**src/rtl/uart_rx_sampler.sv**
```systemverilog
// uart_rx_sampler: 8N1 serial receiver with a two-flop line synchronizer,
// mid-bit start validation and data sampling, stop-bit checking, a
// valid/ack output handshake, a sticky overrun flag and a framing-error pulse.
module uart_rx_sampler #(
    parameter int CLKS_PER_BIT = 16
) (
    input  logic       clk,
    input  logic       rst,
    input  logic       rx,
    input  logic       data_ack,
    output logic [7:0] data_out,
    output logic       data_valid,
    output logic       overrun,
    output logic       frame_err,
    output logic       busy
);

    localparam int CW = $clog2(CLKS_PER_BIT);
    localparam logic [CW-1:0] HALF_LAST = CW'(CLKS_PER_BIT / 2 - 1);
    localparam logic [CW-1:0] FULL_LAST = CW'(CLKS_PER_BIT - 1);
    localparam logic [CW-1:0] CNT_ZERO  = '0;
    localparam logic [CW-1:0] CNT_ONE   = CW'(1);

    typedef enum logic [2:0] {
        IDLE  = 3'd0,
        START = 3'd1,
        DATA  = 3'd2,
        STOP  = 3'd3,
        BREAK = 3'd4
    } state_t;

    state_t        state_r;
    logic [CW-1:0] cnt_r;
    logic [2:0]    bit_idx_r;
    logic [7:0]    shift_r;
    logic          s1_r;
    logic          rx_s;

    // Two-flop synchronizer bringing the asynchronous line into the clk domain; idles high.
    always_ff @(posedge clk or negedge rst) begin
        if (!rst) begin
            s1_r <= 1'b1;
            rx_s <= 1'b1;
        end else begin
            s1_r <= rx;
            rx_s <= s1_r;
        end
    end

    // Frame FSM with bit timing, shift register and registered handshake/status outputs.
    always_ff @(posedge clk or negedge rst) begin
        if (!rst) begin
            state_r    <= IDLE;
            cnt_r      <= CNT_ZERO;
            bit_idx_r  <= 3'd0;
            shift_r    <= 8'h00;
            data_out   <= 8'h00;
            data_valid <= 1'b0;
            overrun    <= 1'b0;
            frame_err  <= 1'b0;
            busy       <= 1'b0;
        end else begin
            frame_err <= 1'b0;
            // An ack retires the held byte; overrun can only be set while a byte is held.
            if (data_ack) begin
                data_valid <= 1'b0;
                overrun    <= 1'b0;
            end else begin
                data_valid <= data_valid;
                overrun    <= overrun;
            end
            case (state_r)
                IDLE: begin
                    if (!rx_s) begin
                        state_r <= START;
                        cnt_r   <= CNT_ZERO;
                        busy    <= 1'b1;
                    end else begin
                        busy    <= 1'b0;
                    end
                end
                START: begin
                    if (cnt_r == HALF_LAST) begin
                        if (!rx_s) begin
                            state_r   <= DATA;
                            cnt_r     <= CNT_ZERO;
                            bit_idx_r <= 3'd0;
                        end else begin
                            // Line went back high before mid-start: treat as a glitch.
                            state_r <= IDLE;
                            cnt_r   <= CNT_ZERO;
                            busy    <= 1'b0;
                        end
                    end else begin
                        cnt_r <= cnt_r + CNT_ONE;
                    end
                end
                DATA: begin
                    if (cnt_r == FULL_LAST) begin
                        shift_r[bit_idx_r] <= rx_s;
                        cnt_r              <= CNT_ZERO;
                        bit_idx_r          <= bit_idx_r + 3'd1;
                        if (bit_idx_r == 3'd7) begin
                            state_r <= STOP;
                        end else begin
                            state_r <= DATA;
                        end
                    end else begin
                        cnt_r <= cnt_r + CNT_ONE;
                    end
                end
                STOP: begin
                    if (cnt_r == FULL_LAST) begin
                        cnt_r <= CNT_ZERO;
                        if (rx_s) begin
                            // Good stop: the new byte always wins, even over a same-edge ack.
                            data_out   <= shift_r;
                            data_valid <= 1'b1;
                            overrun    <= data_valid & ~data_ack;
                            state_r    <= IDLE;
                            busy       <= 1'b0;
                        end else begin
                            frame_err <= 1'b1;
                            state_r   <= BREAK;
                        end
                    end else begin
                        cnt_r <= cnt_r + CNT_ONE;
                    end
                end
                BREAK: begin
                    // Hold off until the line idles so a stuck-low line yields no phantom frames.
                    if (rx_s) begin
                        state_r <= IDLE;
                        busy    <= 1'b0;
                    end else begin
                        state_r <= BREAK;
                    end
                end
                default: begin
                    state_r   <= IDLE;
                    cnt_r     <= CNT_ZERO;
                    bit_idx_r <= 3'd0;
                    busy      <= 1'b0;
                end
            endcase
        end
    end

endmodule

```
**config.mk**
```make
export PLATFORM = sky130hd
export DESIGN_NAME = uart_rx_sampler
export DESIGN_NICKNAME = d
export VERILOG_FILES = /design/src/rtl/uart_rx_sampler.sv
export SDC_FILE = /design/constraint.sdc
export NUM_CORES = 1
export LEC_CHECK = 0
export CAP_MARGIN = 20
export CORE_ASPECT_RATIO = 1.1
export CORE_MARGIN = 5
export CORE_UTILIZATION = 45
export DETAILED_ROUTE_END_ITERATION = 6
export PLACE_DENSITY = 0.68
export RECOVER_POWER = 50
export SYNTH_ARGS = -nofsm -noshare
export SYNTH_HDL_FRONTEND = slang
export SYNTH_SLANG_ARGS = --single-unit
```
**constraint.sdc**
```tcl
create_clock -name clk -period 1.57 [get_ports clk]
set_input_delay 0.314 -clock clk [delete_from_list [all_inputs] [get_ports clk]]
set_output_delay 0.314 -clock clk [all_outputs]
set_load 0.1 [all_outputs]
```
-- Word level (Yosys, flattened, before mapping)
Index checks and enable logic that the tools add are counted.
- magnitude comparators: 2
- mux-type cells: 34
- bitwise logic cells: 5
- $add $sub $neg: 2
- eq/ne operators: 12
- reduce and logical (&&, ||, !) cells: 10
- operators with widths (operator ; count):
    $mux W3 ; 8
    $mux W1 ; 16
    $pmux W4 S4 ; 1
    $pmux W3 S5 ; 1
    $mux W4 ; 3
    $ne A2 B2 Y1 const B ; 5
    $pmux W3 S3 ; 1
    $bwmux W8 ; 1
    $reduce_and A4 Y1 ; 2
    $eq A3 B2 Y1 const B ; 2
    $eq A3 B3 Y1 const B ; 2
    $reduce_and A3 Y1 ; 2
    $pmux W1 S5 ; 1
    $add A4 B1 Y4 const B ; 1
    $eq A4 B3 Y1 const B ; 1
    $eq A4 B4 Y1 const B ; 1
    $lt A3 B4 Y1 const B ; 1
    $not A1 Y1 ; 4
    $reduce_and A2 Y1 ; 2
    $add A3 B1 Y3 const B ; 1
    $demux W1 S3 ; 1
    $eq A3 B1 Y1 const B ; 1
    $ge A3 B1 Y1 const B ; 1
    $logic_not A3 Y1 ; 1
    5 further kinds ; 5
- register bits: 32
- output and inout bits: 12
- input port bits: 4
- word-level logic and storage cells: 76

-- Longest topological paths before layout
Gate-level depths: netlist of the first run.
- depth in word-level cells: 5
- depth in mapped cells: 7

-- Worst setup path after synthesis of the first run
No wires, ideal clock.
- kind: reg-to-reg
- start point: reg cnt_r[0]
- end point: reg data_out[0]
- arrival time: 1.517 ns
- clock period less this slack: 1.645 ns
- setup slack: -0.075 ns
- required time: 1.442 ns
- cell stages (with the launch flop): 7
- setup time: 0.128 ns
- cells stage by stage: dfrtp_1 -> ha_1 -> buf_4 -> nand3_4 -> nor4b_2 -> buf_4 -> mux2_1
- word-level cells in the longest chain between the ends: 2
- RTL lines (element ; RTL line ; text):
    from (decl) ; 33 ; logic [CW-1:0] cnt_r;
    from (signal assigned) ; 95 ; cnt_r <= cnt_r + CNT_ONE;
    from (signal assigned) ; 109 ; cnt_r <= cnt_r + CNT_ONE;
    from (signal assigned) ; 127 ; cnt_r <= cnt_r + CNT_ONE;
    $eq A4 B4 Y1 ; 113 ; if (cnt_r == FULL_LAST) begin
    $reduce_and A3 Y1 (no line) ; -- ;
    to (signal assigned) ; 117 ; data_out <= shift_r;
    to (decl) ; 11 ; output logic [7:0] data_out,
No other way between the ends.
A chain may end at the register's enable or synchronous reset.

-- Final worst setup path of the first run
- start point: reg cnt_r[1]
- end point: reg data_out[1]
The elaborated chain is that of the path after synthesis.

==> impl_metrics.ini, run 1 <==
[status]
run_status = complete, but fails checks
violations = setup timing

[setup_path]
critical_path_required_ns = 1.78
crit_path_start_kind = register
crit_path_end_kind = register
crit_path_cell_trace = ha_4 > nand3_4 > nor4b_4 > buf_4 > mux2_1
critical_path.max_stage_delay_ns = 0.41
critPathKind = register to register
arrival_ns = 1.82
cp_slowest_cell = dfrtp_1
cp_max_fo = 5

[clock_tree]
clock-sinks = 32
hold_buffers = 0
clock_latency_ns = 0.33
cts_max_level = 2
clk_pin_slew_ns = 0.09
cts_root_buffer = clkbuf_4
cts_tree = built
clk_path_buf_depth = 2
cts_made_buffers = 5

[logic_synthesis]
ys.flop_type = dfrtp_1
synth_area_leaders = dfrtp_1 49%, mux2_1 9.5%, dfstp_2 3.4%, nor2_1 2.7%, buf_4 2.4%
synth_largest_area_cell = dfrtp_1
yosysSeqAreaShare = 0.520
synth_cells = 132
synth_area_mm2 = 0.00154
syn_area_per_cell_um2 = 11.7
ys_ff_latch = 32
ys_warn_count = 0
syn-num-nets = 139
synth_top_area_frac = 0.486
synth.distinct_cells = 44
async_flop_share = 1.00
synth_edf_count = 0

[floorplanning]
start_util = 0.464
io_pins = 16
dieArea_mm2 = 0.00470
core_mm2 = 0.00333
num_rows = 22
die_width_um = 65.9
die_y_um = 71.4

[global_route]
grt_use_met2 = 0.245
grt_pass1_vias = 1120
antenna_found_initial = 0
met1_usage = 0.168
grt_max_degree = 33
grt_busiest_layer = met2
grt_remaining_overflow = 0
grtUsageTotal = 0.145
grt_use_met3 = 0.0486
grt_pass1_wl_um = 5220

[placement]
gp_congestion = 0.850
hpwl_um = 2100
io_buffers = 15

[cells_and_area]
fin_util = 0.632
nNetsFinal = 171
layout_commonest_cell = dfrtp_1
area_growth_pct = 36.3
mostFrequentLayoutCells = 28 x dfrtp_1, 17 x buf_4, 12 x buf_12, 10 x nor2_1, 7 x mux2_1
drive_above_1_share = 0.400
antenna_cells = 0

[route]
drc = 0
drt_wl_total_um = 2980
wl_per_cell_um = 14.0
drt_iter0_markers = 27
first_pass_iters = 4
vias = 1156
ant_nets = 0
via_per_inst = 5.43

[sta]
setup_slack_ns = -0.0406
skew_ns = 0.0110
rsz0062_at_grt = true
tightest_slew_ns = 0.787
min_period_over_period = 1.03
fmax_mhz = 621
slew_headroom = 0.475
fin_crit_ns = 1.61
finalHoldViolations = 0
slew_violations = 0
setup_viol = 9

[power]
power_switching_share = 0.366
p_switching_uw = 970
ir_drop_uv = 1200
pwr_density_cell_mw_per_mm2 = 1260
power.internal_uw = 1680
combPwrFrac = 0.407
p_clk_frac = 0.184
power_uw = 2650
p_leak_uw = 0.000948
power_frac_seq = 0.409

[worst_hold_path]
min_path_type = register to register

[run]
cap_viol_max_count = 0
[registers in the layout (all words and copies together), names as in the netlist]
register	count
bit_idx_r	3
busy	1
cnt_r	4
data_out	8
data_valid	1
frame_err	1
overrun	1
rx_s	1
s1_r	1
shift_r	8
state_r	3
[worst max-delay path, delay by kind of cell, from the launching register on]
kind	cells	cell delay, ns
adder cells (fa/ha/maj)	1	0.19
buffers and inverters	1	0.21
flip-flops	1	0.41
multiplexers	1	0.33
AND/OR/NAND/NOR	2	0.36
[layout make-up]
cell class	instances	area, um2
clock buffers	8	58.8
inverters	3	11.3
well taps	48	60.1
fillers	276	1230
flip-flops and latches	32	806
repair buffers	34	414
multi-input cells	88	754
[timing repair]
| action | CTS | global route |
|---|---|---|
| setup endpoints to repair | 14 | 21 |
| hold endpoints to repair | 0 | 0 |
| buffers inserted | 1 | 2 |
| gates resized for setup | 10 | 11 |
| gates cloned | 1 | 0 |
| pin swaps | 0 | 2 |
[path summary, 6_finish.rpt]
path | start | endpoint | slack (ns) | cells after the start
worst max-delay path | cnt_r[1]$_DFFE_PN0P_ | data_out[1]$_DFFE_PN0P_ | -0.04 | 5
worst min-delay path | s1_r$_DFF_PN1_ | rx_s$_DFF_PN1_ | 0.36 | 0
worst max register to register | cnt_r[1]$_DFFE_PN0P_ | data_out[1]$_DFFE_PN0P_ | -0.04 | 5
worst min register to register | s1_r$_DFF_PN1_ | rx_s$_DFF_PN1_ | 0.36 | 0
max in group asynchronous | rst | state_r[2]$_DFFE_PN0P_ | 0.43 | 2
min in group asynchronous | rst | bit_idx_r[2]$_DFFE_PN0P_ | 0.59 | 2
[cells by family (layout without fill, tap and decap cells)]
logic type	after synthesis	after routing	share of synthesized area
AND/OR/NAND/NOR	45	45	0.181
flip-flops	32	32	0.520
XOR/XNOR	1	1	0.00567
buffers and inverters	12	45	0.0438
multiplexers	18	18	0.130
adder cells (fa/ha/maj)	3	3	0.0243
AO/OA/AOI/OAI	21	21	0.0956
[metal layers]
metal / share of wire / wire length (um)
met2: 0.53 / 1580
met1: 0.39 / 1170
met3: 0.053 / 158
met4: 0.023 / 70
met5: 0 / 0
[synth_stat cells (2+ instances only)]
| cell type | n |
|---|---|
| a21oi_1 | 2 |
| a32o_1 | 2 |
| buf_2 | 3 |
| buf_4 | 5 |
| dfrtp_1 | 30 |
| dfstp_2 | 2 |
| ha_1 | 3 |
| inv_1 | 3 |
| mux2_1 | 13 |
| mux2_2 | 3 |
| mux2i_1 | 2 |
| nand2_1 | 7 |
| nand2b_1 | 3 |
| nand3_1 | 4 |
| nor2_1 | 11 |
| nor3_1 | 4 |
| nor4_1 | 2 |
| nor4_2 | 2 |
| o21ai_0 | 6 |
[stage by stage]
step	cells	TNS, ns	setup slack [ns]	area [um2]	hold WS (ns)
finish	213	-0.147	-0.0406	2100	0.360
global route	213	-1.03	-0.104	2100	0.374
CTS	211	-0.109	-0.0261	2060	0.342
detailed placement	201	-0.303	-0.0495	1950	0.349
global placement	201	-0.00305	-0.00305	1950	0.347
floorplan	132	-0.240	-0.0288	1550	0.0184
[power by group through the flow]
stage / Sequential, uW / Clock (uW) / Combinational (uW)
after floorplan: 1130 / 0 / 622
after global placement: 1080 / 0 / 947
after detailed placement: 1080 / 0 / 981
after CTS: 1080 / 500 / 1030
after global routing: 1100 / 552 / 1170
final: 1080 / 487 / 1080
Power figures use the tool's default switching activity.
==> run 2, diff against run 1 <==
--- a/config.mk
+++ b/config.mk
@@ -5,11 +5,13 @@
 export SDC_FILE = /design/constraint.sdc
 export NUM_CORES = 1
 export LEC_CHECK = 0
-export CAP_MARGIN = 20
+export ABC_AREA = 1
+export CAP_MARGIN = 40
 export CORE_ASPECT_RATIO = 1.1
 export CORE_MARGIN = 5
 export CORE_UTILIZATION = 45
 export DETAILED_ROUTE_END_ITERATION = 6
+export MAX_ROUTING_LAYER = met4
 export PLACE_DENSITY = 0.68
 export RECOVER_POWER = 50
 export SYNTH_ARGS = -nofsm -noshare
==> run 2 against run 1 <==
Effect of this change: the flow now finishes without violations; final area down 4.9%; clock power up 28%; worst setup slack better by 0.17 ns; critical path depth up 3.
==> impl_metrics.ini, run 2 <==
[logic_synthesis]
syn_area_per_cell_um2 = 8.61
synth_area_mm2 = 0.00157
async_flop_share = 1.00
synth_area_leaders = dfrtp_1 48%, nand2_1 11%, o21ai_2 5.6%, inv_1 5.3%, nand3_1 4.8%
synth_cells = 182
synth_xor_area_frac = 0
synth_top_area_frac = 0.479
synth-simple-area-share = 0.287
synth_largest_area_cell = dfrtp_1
synth_edf_count = 0
synth_compound_area_frac = 0.104
synth_top_family_by_area = simple AND/OR/NAND/NOR gates
synthTopCellsByCount = 44 x nand2_1, 30 x dfrtp_1, 22 x inv_1
yosysSeqAreaShare = 0.512
synthAdderAreaFrac = 0.0239
muxShareOfSynthArea = 0
synth.distinct_cells = 23
yosysMostFrequentCell = nand2_1
ys_ff_latch = 32
ys_warn_count = 0
ys.flop_type = dfrtp_1
syn-num-nets = 189

[setup_path]
crit_path_cell_trace = ha_1 > nand2_2 > nor2_4 > buf_4 > nand4_4 > buf_12 > nand2_1 > o21ai_2
critPathKind = register to register
cp_max_fo = 19
cp_slowest_cell = dfrtp_1
arrival_ns = 1.68
critical_path.max_stage_delay_ns = 0.37
critical_path_required_ns = 1.81
crit_path_end_kind = register
crit_path_start_kind = register

[route]
wl_met2_um = 1360
vias = 1262
wl_per_cell_um = 11.5
ant_nets = 0
top_layer = met4
drc = 0
first_pass_iters = 4
wirelength_met1_um = 1370
via_per_inst = 4.91
wl_met3_um = 138
drt_wl_total_um = 2940
drt_iter0_markers = 50

[power]
pwr_density_cell_mw_per_mm2 = 1440
ir_drop_uv = 1100
p_leak_uw = 0.000948

[sta]
skew_ns = 0.00959
setup-tns-final_ns = 0
min_period_over_period = 0.915
setup_viol = 0
finalHoldViolations = 0
rsz0062_at_grt = false
fin_crit_ns = 1.44
slew_violations = 0
fmax_mhz = 696
tightest_slew_ns = 0.784
holdWs_ns = 0.360
slew_headroom = 0.477

[global_route]
grt_pass1_vias = 1234
grt_pass1_wl_um = 5260
grt_remaining_overflow = 0
antenna_found_initial = 0
grtUsageTotal = 0.148
grt_max_degree = 33

[status]
run_status = finished clean

[placement]
gp_congestion = 0.863
hpwl_um = 2230
io_buffers = 15

[clock_tree]
clk_path_buf_depth = 2
hold_buffers = 0
clock-sinks = 32
cts_tree = built
clock_latency_ns = 0.34
cts_max_level = 2
cts_made_buffers = 5
cts_root_buffer = clkbuf_4
clk_pin_slew_ns = 0.10

[worst_hold_path]
min_path_type = register to register

[cells_and_area]
layout_commonest_cell = nand2_1
reg_top3 = data_out (8), shift_r (8), cnt_r (4)
nFillCells = 313
antenna_cells = 0
mostFrequentLayoutCells = 44 x nand2_1, 30 x dfrtp_1, 22 x inv_1, 20 x nor2_1, 15 x nand3_1
drive_above_1_share = 0.244
nNetsFinal = 215
area_growth_pct = 27.6

[floorplanning]
io_pins = 16
die_width_um = 66.3
start_util = 0.467
die_y_um = 71.9
num_rows = 22
dieArea_mm2 = 0.00477
core_mm2 = 0.00336

[run]
cap_viol_max_count = 0
## run 2: stage by stage
stage	setup WS (ns)	instances	power, uW	utilization	area [um2]
after global routing	0.0139	257	3100	0.596	2000
after floorplan	0.257	182	1960	-	1570
final	0.134	257	2880	0.596	2000
after global placement	0.134	245	2200	0.569	1910
after detailed placement	0.0370	245	2260	0.569	1910
after CTS	0.0248	253	2880	0.592	1990
## run 2: worst paths after layout
kind | startpoint | endpoint | slack, ns | cells past startpoint
worst min-delay path | s1_r$_DFF_PN1_ | rx_s$_DFF_PN1_ | 0.36 | 0
worst max register to register | cnt_r[1]$_DFFE_PN0P_ | data_out[3]$_DFFE_PN0P_ | 0.13 | 8
worst min register to register | s1_r$_DFF_PN1_ | rx_s$_DFF_PN1_ | 0.36 | 0
worst max-delay path | cnt_r[1]$_DFFE_PN0P_ | data_out[3]$_DFFE_PN0P_ | 0.13 | 8
min in group asynchronous | rst | overrun$_DFF_PN0_ | 0.58 | 2
max in group asynchronous | rst | state_r[2]$_DFFE_PN0P_ | 0.50 | 2
## run 2: timing repair
item                       CTS  global route
setup endpoints to repair    0            22
gates resized for setup      0             1
setup buffers                0             4
## run 2: cell type report
type	instances	area, um2	area share
flip-flops and latches	32	803	0.402
multi-input cells	122	649	0.325
repair buffers	21	310	0.155
inverters	26	97.6	0.0488
well taps	48	60.1	0.0300
clock inverters	3	42.5	0.0213
clock buffers	5	37.5	0.0188
## run 2: logic make-up after synthesis
logic type / count (synthesis)
AOI/OAI and AO/OA: 25
adders and majority gates: 3
buffers and inverters: 28
DFF: 32
and+or+nand+nor: 94
## run 2: power breakdown
group          internal (uW)  total [uW]  switching, uW
Combinational            386        1120            731
Sequential               973        1140            166
Clock                    332         621            289
Total                   1690        2880           1190
## run 2: layer usage
metal	track usage	vias to the layer above
li1	-	636
met1	0.172	598
met2	0.227	21
met4	0.0677	0
met5	-	-
met3	0.0542	7
## run 2: critical path, delay by kind of cell, from the launching register on
family                     cells  cell delay (ns)
buffers and inverters          2             0.31
and+or+nand+nor                4             0.40
adders and majority gates      1             0.19
AOI/OAI and AO/OA              1             0.05
DFF                            1             0.37
